`src/rtl/pulse_gen_pkg.sv`:
```
// Shared types and constants for the multi-channel burst pulse generator.
package pulse_gen_pkg;

  localparam int unsigned CNT_W_DEF = 32;

  localparam logic RETRIG_IGNORE  = 1'b0;
  localparam logic RETRIG_RESTART = 1'b1;

  typedef enum logic [1:0] {
    ST_IDLE  = 2'd0,
    ST_DELAY = 2'd1,
    ST_HIGH  = 2'd2,
    ST_LOW   = 2'd3
  } chan_state_e;

endpackage

```
`src/rtl/pulse_gen_chan.sv`:
```
// One burst channel: trigger acceptance, config shadowing with clamps,
// and the DELAY/HIGH/LOW sequencer with registered pulse/busy/done.
module pulse_gen_chan
  import pulse_gen_pkg::*;
#(
  parameter int unsigned CNT_W         = CNT_W_DEF,
  parameter int unsigned DEFAULT_WIDTH = 128
) (
  input  logic             clk,
  input  logic             rst,
  input  logic             trig_edge,
  input  logic             abort,
  input  logic [CNT_W-1:0] cfg_delay,
  input  logic [CNT_W-1:0] cfg_width,
  input  logic [CNT_W-1:0] cfg_period,
  input  logic [CNT_W-1:0] cfg_count,
  input  logic             cfg_retrig,
  output logic             pulse,
  output logic             busy,
  output logic             done
);

  chan_state_e      state;
  logic [CNT_W-1:0] cnt;
  logic [CNT_W-1:0] rem;
  logic [CNT_W-1:0] sh_width;
  logic [CNT_W-1:0] sh_low;

  logic             accept_c;
  logic [CNT_W-1:0] count_m1_c;
  logic [CNT_W-1:0] low_m1_c;

  // Low phase is stored as (length-1) so a max-width pulse never overflows.
  assign accept_c   = trig_edge && (cfg_width != '0) &&
                      ((state == ST_IDLE) || (cfg_retrig == RETRIG_RESTART));
  assign count_m1_c = (cfg_count == '0) ? '0 : cfg_count - CNT_W'(1);
  assign low_m1_c   = (cfg_period > cfg_width) ? cfg_period - cfg_width - CNT_W'(1) : '0;

  always_ff @(posedge clk or posedge rst) begin
    if (rst) begin
      state    <= ST_IDLE;
      cnt      <= '0;
      rem      <= '0;
      sh_width <= CNT_W'(DEFAULT_WIDTH);
      sh_low   <= '0;
      pulse    <= 1'b0;
      busy     <= 1'b0;
      done     <= 1'b0;
    end else begin
      done <= 1'b0;
      if (abort) begin
        state <= ST_IDLE;
        cnt   <= '0;
        rem   <= '0;
        pulse <= 1'b0;
        busy  <= 1'b0;
      end else if (accept_c) begin
        sh_width <= cfg_width;
        sh_low   <= low_m1_c;
        rem      <= count_m1_c;
        busy     <= 1'b1;
        if (cfg_delay == '0) begin
          state <= ST_HIGH;
          cnt   <= cfg_width - CNT_W'(1);
          pulse <= 1'b1;
        end else begin
          state <= ST_DELAY;
          cnt   <= cfg_delay - CNT_W'(1);
          pulse <= 1'b0;
        end
      end else begin
        case (state)
          ST_DELAY, ST_LOW: begin
            if (cnt == '0) begin
              state <= ST_HIGH;
              cnt   <= sh_width - CNT_W'(1);
              pulse <= 1'b1;
            end else begin
              cnt <= cnt - CNT_W'(1);
            end
          end
          ST_HIGH: begin
            if (cnt != '0) begin
              cnt <= cnt - CNT_W'(1);
            end else if (rem != '0) begin
              state <= ST_LOW;
              rem   <= rem - CNT_W'(1);
              cnt   <= sh_low;
              pulse <= 1'b0;
            end else begin
              state <= ST_IDLE;
              pulse <= 1'b0;
              busy  <= 1'b0;
              done  <= 1'b1;
            end
          end
          default: ;
        endcase
      end
    end
  end

endmodule

```
`src/rtl/pulse_gen_burst.sv`:
```
// Multi-channel burst pulse generator: shared trigger edge detect feeding
// NUM_CH independent channels.
module pulse_gen_burst
  import pulse_gen_pkg::*;
#(
  parameter int unsigned NUM_CH        = 2,
  parameter int unsigned CNT_W         = CNT_W_DEF,
  parameter int unsigned DEFAULT_WIDTH = 128
) (
  input  logic                    clk,
  input  logic                    rst,
  input  logic                    trigger,
  input  logic                    abort,
  input  logic [NUM_CH*CNT_W-1:0] cfg_delay,
  input  logic [NUM_CH*CNT_W-1:0] cfg_width,
  input  logic [NUM_CH*CNT_W-1:0] cfg_period,
  input  logic [NUM_CH*CNT_W-1:0] cfg_count,
  input  logic [NUM_CH-1:0]       cfg_retrig,
  output logic [NUM_CH-1:0]       pulse,
  output logic [NUM_CH-1:0]       busy,
  output logic [NUM_CH-1:0]       done
);

  logic last_trigger;
  logic trig_edge_c;

  always_ff @(posedge clk or posedge rst) begin
    if (rst) last_trigger <= 1'b0;
    else     last_trigger <= trigger;
  end

  assign trig_edge_c = trigger & ~last_trigger;

  for (genvar i = 0; i < NUM_CH; i++) begin : g_ch
    pulse_gen_chan #(
      .CNT_W         (CNT_W),
      .DEFAULT_WIDTH (DEFAULT_WIDTH)
    ) u_chan (
      .clk        (clk),
      .rst        (rst),
      .trig_edge  (trig_edge_c),
      .abort      (abort),
      .cfg_delay  (cfg_delay[i*CNT_W +: CNT_W]),
      .cfg_width  (cfg_width[i*CNT_W +: CNT_W]),
      .cfg_period (cfg_period[i*CNT_W +: CNT_W]),
      .cfg_count  (cfg_count[i*CNT_W +: CNT_W]),
      .cfg_retrig (cfg_retrig[i]),
      .pulse      (pulse[i]),
      .busy       (busy[i]),
      .done       (done[i])
    );
  end

endmodule

```
`config.mk`:
```
export PLATFORM = sky130hd
export DESIGN_NAME = pulse_gen_burst
export DESIGN_NICKNAME = d
export VERILOG_FILES = /design/src/rtl/pulse_gen_pkg.sv /design/src/rtl/pulse_gen_chan.sv /design/src/rtl/pulse_gen_burst.sv
export SDC_FILE = /design/constraint.sdc
export NUM_CORES = 1
export LEC_CHECK = 0
export CORE_MARGIN = 4
export CORE_UTILIZATION = 60
export DETAILED_ROUTE_END_ITERATION = 7
export PLACE_DENSITY = 0.85
export SYNTH_ARGS = -nofsm -noshare
export SYNTH_HDL_FRONTEND = slang
export SYNTH_SLANG_ARGS = --single-unit
```
`constraint.sdc`:
```
create_clock -name clk -period 26.3 [get_ports clk]
set_clock_uncertainty 0.1 [all_clocks]
set_input_delay 5.26 -clock clk [delete_from_list [all_inputs] [get_ports clk]]
set_output_delay 5.26 -clock clk [all_outputs]
set_load 0.02 [all_outputs]
```
==> results_dict.tcl <==
set metrics [dict create \
    layout.nets 3392 \
    rows 69 \
    dp_cells 3477 \
    clkTransAtPathRegs_ns 0.06 \
    tritoncts "yes" \
    slowest_delay_ns 0.99 \
    post-synth-top-count-cell "nor2_1" \
    die_y_um 199.7 \
    slew_headroom_pct 27.38 \
    drive_above_1_share_pct 4.363 \
    clock_latency_ns 0.60 \
    period_minus_slack_ns 9.433 \
    cts_sinks 267 \
    dp_slack_ns 16.46 \
    yosysUniqueCellTypes 85 \
    design_area_sq_um 25960 \
    synthFlopType "dfrtp_1" \
    gp_congestion 1.017 \
    worst_slew_pin_slew_ns 1.079 \
    required_ns 26.65 \
    ir_worst_vdd_uv 54.35 \
    synth_edf_count 0 \
    fmax_mhz 106.0 \
    antenna_found_initial 0 \
    use_met3_pct 8.194 \
    async_flop_share_pct 100.0 \
    power_mw 1.408 \
    drtIter0Drc 2828 \
    cts_root_buffer "clkbuf_16" \
    drc 0 \
    hold_path.class "reg2reg" \
    grt_pass1_wl_mm 120.2 \
    outcome "complete, no violations" \
    fin_crit_sh_pct 35.87 \
    holdWs_ns 0.3846 \
    htree_levels 1 \
    core_region_area_sq_um 35910 \
    rsz0062_at_grt "false" \
    crit_slowest_cell "a21oi_1" \
    yosysTopAreaCell "dfrtp_1" \
    startpoint_type "input port" \
    dieArea_sq_um 39870 \
    ios 268 \
    gr-usage-met1_pct 53.57 \
    power_leakage_nw 10.69 \
    layout_setup_ws_ns 16.87 \
    yosys_warnings 0 \
    power_density_nw_per_um2 54.23 \
    ys_ff_latch 267 \
    synth_top_cell_area_share_pct 30.08 \
    cts_buffers 30 \
    start_util_pct 61.37 \
    hold_violations 0 \
    max_cap_viol_count 0 \
    dp_hpwl_mm 57.86 \
    grt_pass1_vias 22490 \
    setup_viol 0 \
    syn-cell-area_sq_um 22040 \
    use_met2_pct 56.47 \
    cts_setup_buffers 0 \
    netlist_top_cells_count "317 x nor2_1, 286 x nand2_1, 265 x dfrtp_1, 246 x a21oi_1, 231 x o21ai_0" \
    multi_input_area_sq_um 14410 \
    postCtsHoldBufs 0 \
    syn_nets 3199 \
    grt_max_degree 124 \
    nFillCells 2861 \
    ant_nets 0 \
    path_cells "clkdlybuf4s50_1, or4_1, nor4b_2, a31o_2, buf_4, nand2_1, a21oi_1, nor4_1, a2111oi_2" \
    seq_area_sq_um 6684 \
    wl_mm 76.95 \
    tns_ns 0 \
    synth.avg_cell_area_sq_um 7.721 \
    clk_path_buf_depth 3 \
    endpoint_kind "flip-flop" \
    path_max_fanout 31 \
    grt_busiest_layer "met2" \
    gr-total-overflow 0 \
    area_delta_synth_final_pct 17.80 \
    post_dp_cell_area_sq_um 24990 \
    post_drt_wl_per_cell_um 21.79 \
    ctsResizeCount 0 \
    vias 23860 \
    yosysSeqAreaShare_pct 30.32 \
    final_core_util_pct 72.30 \
    grt_usage_pct 37.08 \
    maxSlewViolCount 0 \
    antenna_cells 0 \
    post_drt_via_cell_ratio 6.755 \
    die_w_um 199.7 \
    synthCells 2855 \
    io_buffer_count 267 \
    fin_cells 3532 \
    critical_path_class "in2reg" \
    ys_top_cells_by_area "dfrtp_1 30%, xnor2_1 6.1%, a21oi_1 5.6%, nor2_1 5.4%, o21ai_0 5.2%" \
    cp.arrival_ns 9.79 \
    first_pass_iters 6 \
]
==> worst max-delay path, delay by kind of cell <==
kind / cells / cell delay [ns]
AO/OA/AOI/OAI: 3 / 1.63
buffers and inverters: 2 / 0.87
AND/OR/NAND/NOR: 4 / 1.99
==> power breakdown <==
| part | switching (mW) | internal, mW | leakage [nW] |
|---|---|---|---|
| registers | 0.0614 | 0.467 | 3.53 |
| logic | 0.269 | 0.187 | 6.69 |
| clock network | 0.179 | 0.244 | 0.471 |
==> area by class of cell <==
type                       instances  area share (%)
timing repair buffer             294           11.05
sequential                       267           25.74
clock inverter                    11          0.4771
inverter                         116           1.706
clock buffer                      44           3.286
tap                              461           2.221
multi-input combinational       2339           55.51
==> cells by family (layout without fill, tap and decap cells) <==
logic type | count (synthesis) | in the layout | synth area share (%)
fa+ha+maj | 82 | 82 | 4.723
xor+xnor | 237 | 237 | 9.417
mux | 9 | 9 | 0.4427
buf+inv | 249 | 465 | 4.456
flops | 267 | 267 | 30.32
compound gates | 883 | 883 | 25.40
simple gates | 1128 | 1128 | 25.24
==> path summary, 6_finish.rpt <==
check,start,endpoint,slack (ns),cells past startpoint
worst max-delay path,cfg_width[34],g_ch[1].u_chan.cnt[24]$_DFFE_PP0P_,16.87,9
worst min register to register,g_ch[0].u_chan.sh_low[4]$_DFFE_PP0P_,g_ch[0].u_chan.sh_low[4]$_DFFE_PP0P_,0.38,2
max in group asynchronous,rst,g_ch[0].u_chan.state[1]$_DFFE_PP0P_,19.30,3
min in group asynchronous,rst,g_ch[1].u_chan.sh_low[31]$_DFFE_PP0P_,5.16,2
worst max register to register,g_ch[0].u_chan.rem[20]$_DFFE_PP0P_,g_ch[0].u_chan.cnt[29]$_DFFE_PP0P_,21.98,9
worst min-delay path,g_ch[0].u_chan.sh_low[4]$_DFFE_PP0P_,g_ch[0].u_chan.sh_low[4]$_DFFE_PP0P_,0.38,2
==> routing by layer <==
metal  share of wire, %  wire length [um]  vias to the layer above
met5                  0                 0                        -
met3                 12              8968                      194
met2                 44             33660                     1496
li1                   -                 -                    10870
met4                2.8              2174                        0
met1                 42             32150                    11300
==> cell usage in the layout (no fill, tap or decap), types with 30 or more instances in the layout <==
cell | Yosys | routed
a211oi_1 | 57 | 57
nand4_1 | 45 | 45
a21oi_1 | 246 | 246
clkdlybuf4s50_1 | 0 | 266
o22ai_1 | 37 | 37
nor4_1 | 64 | 64
nor2_1 | 317 | 315
nand2_1 | 286 | 284
ha_1 | 80 | 80
nand3_1 | 56 | 56
or4_1 | 34 | 34
a22o_1 | 35 | 35
o21ai_0 | 231 | 230
clkbuf_16 | 0 | 30
xor2_1 | 84 | 84
a21o_1 | 34 | 34
or3_1 | 56 | 56
xnor2_1 | 153 | 153
nor3_1 | 123 | 123
dfrtp_1 | 265 | 265
inv_1 | 116 | 115
==> flip-flops by register name, summed over array words and instances (netlist names) <==
signal	flops
g_ch.u_chan.done	2
g_ch.u_chan.sh_low	64
g_ch.u_chan.pulse	2
g_ch.u_chan.state	4
g_ch.u_chan.busy	2
g_ch.u_chan.sh_width	64
g_ch.u_chan.rem	64
last_trigger	1
g_ch.u_chan.cnt	64
(Power assumes the default switching activity.)
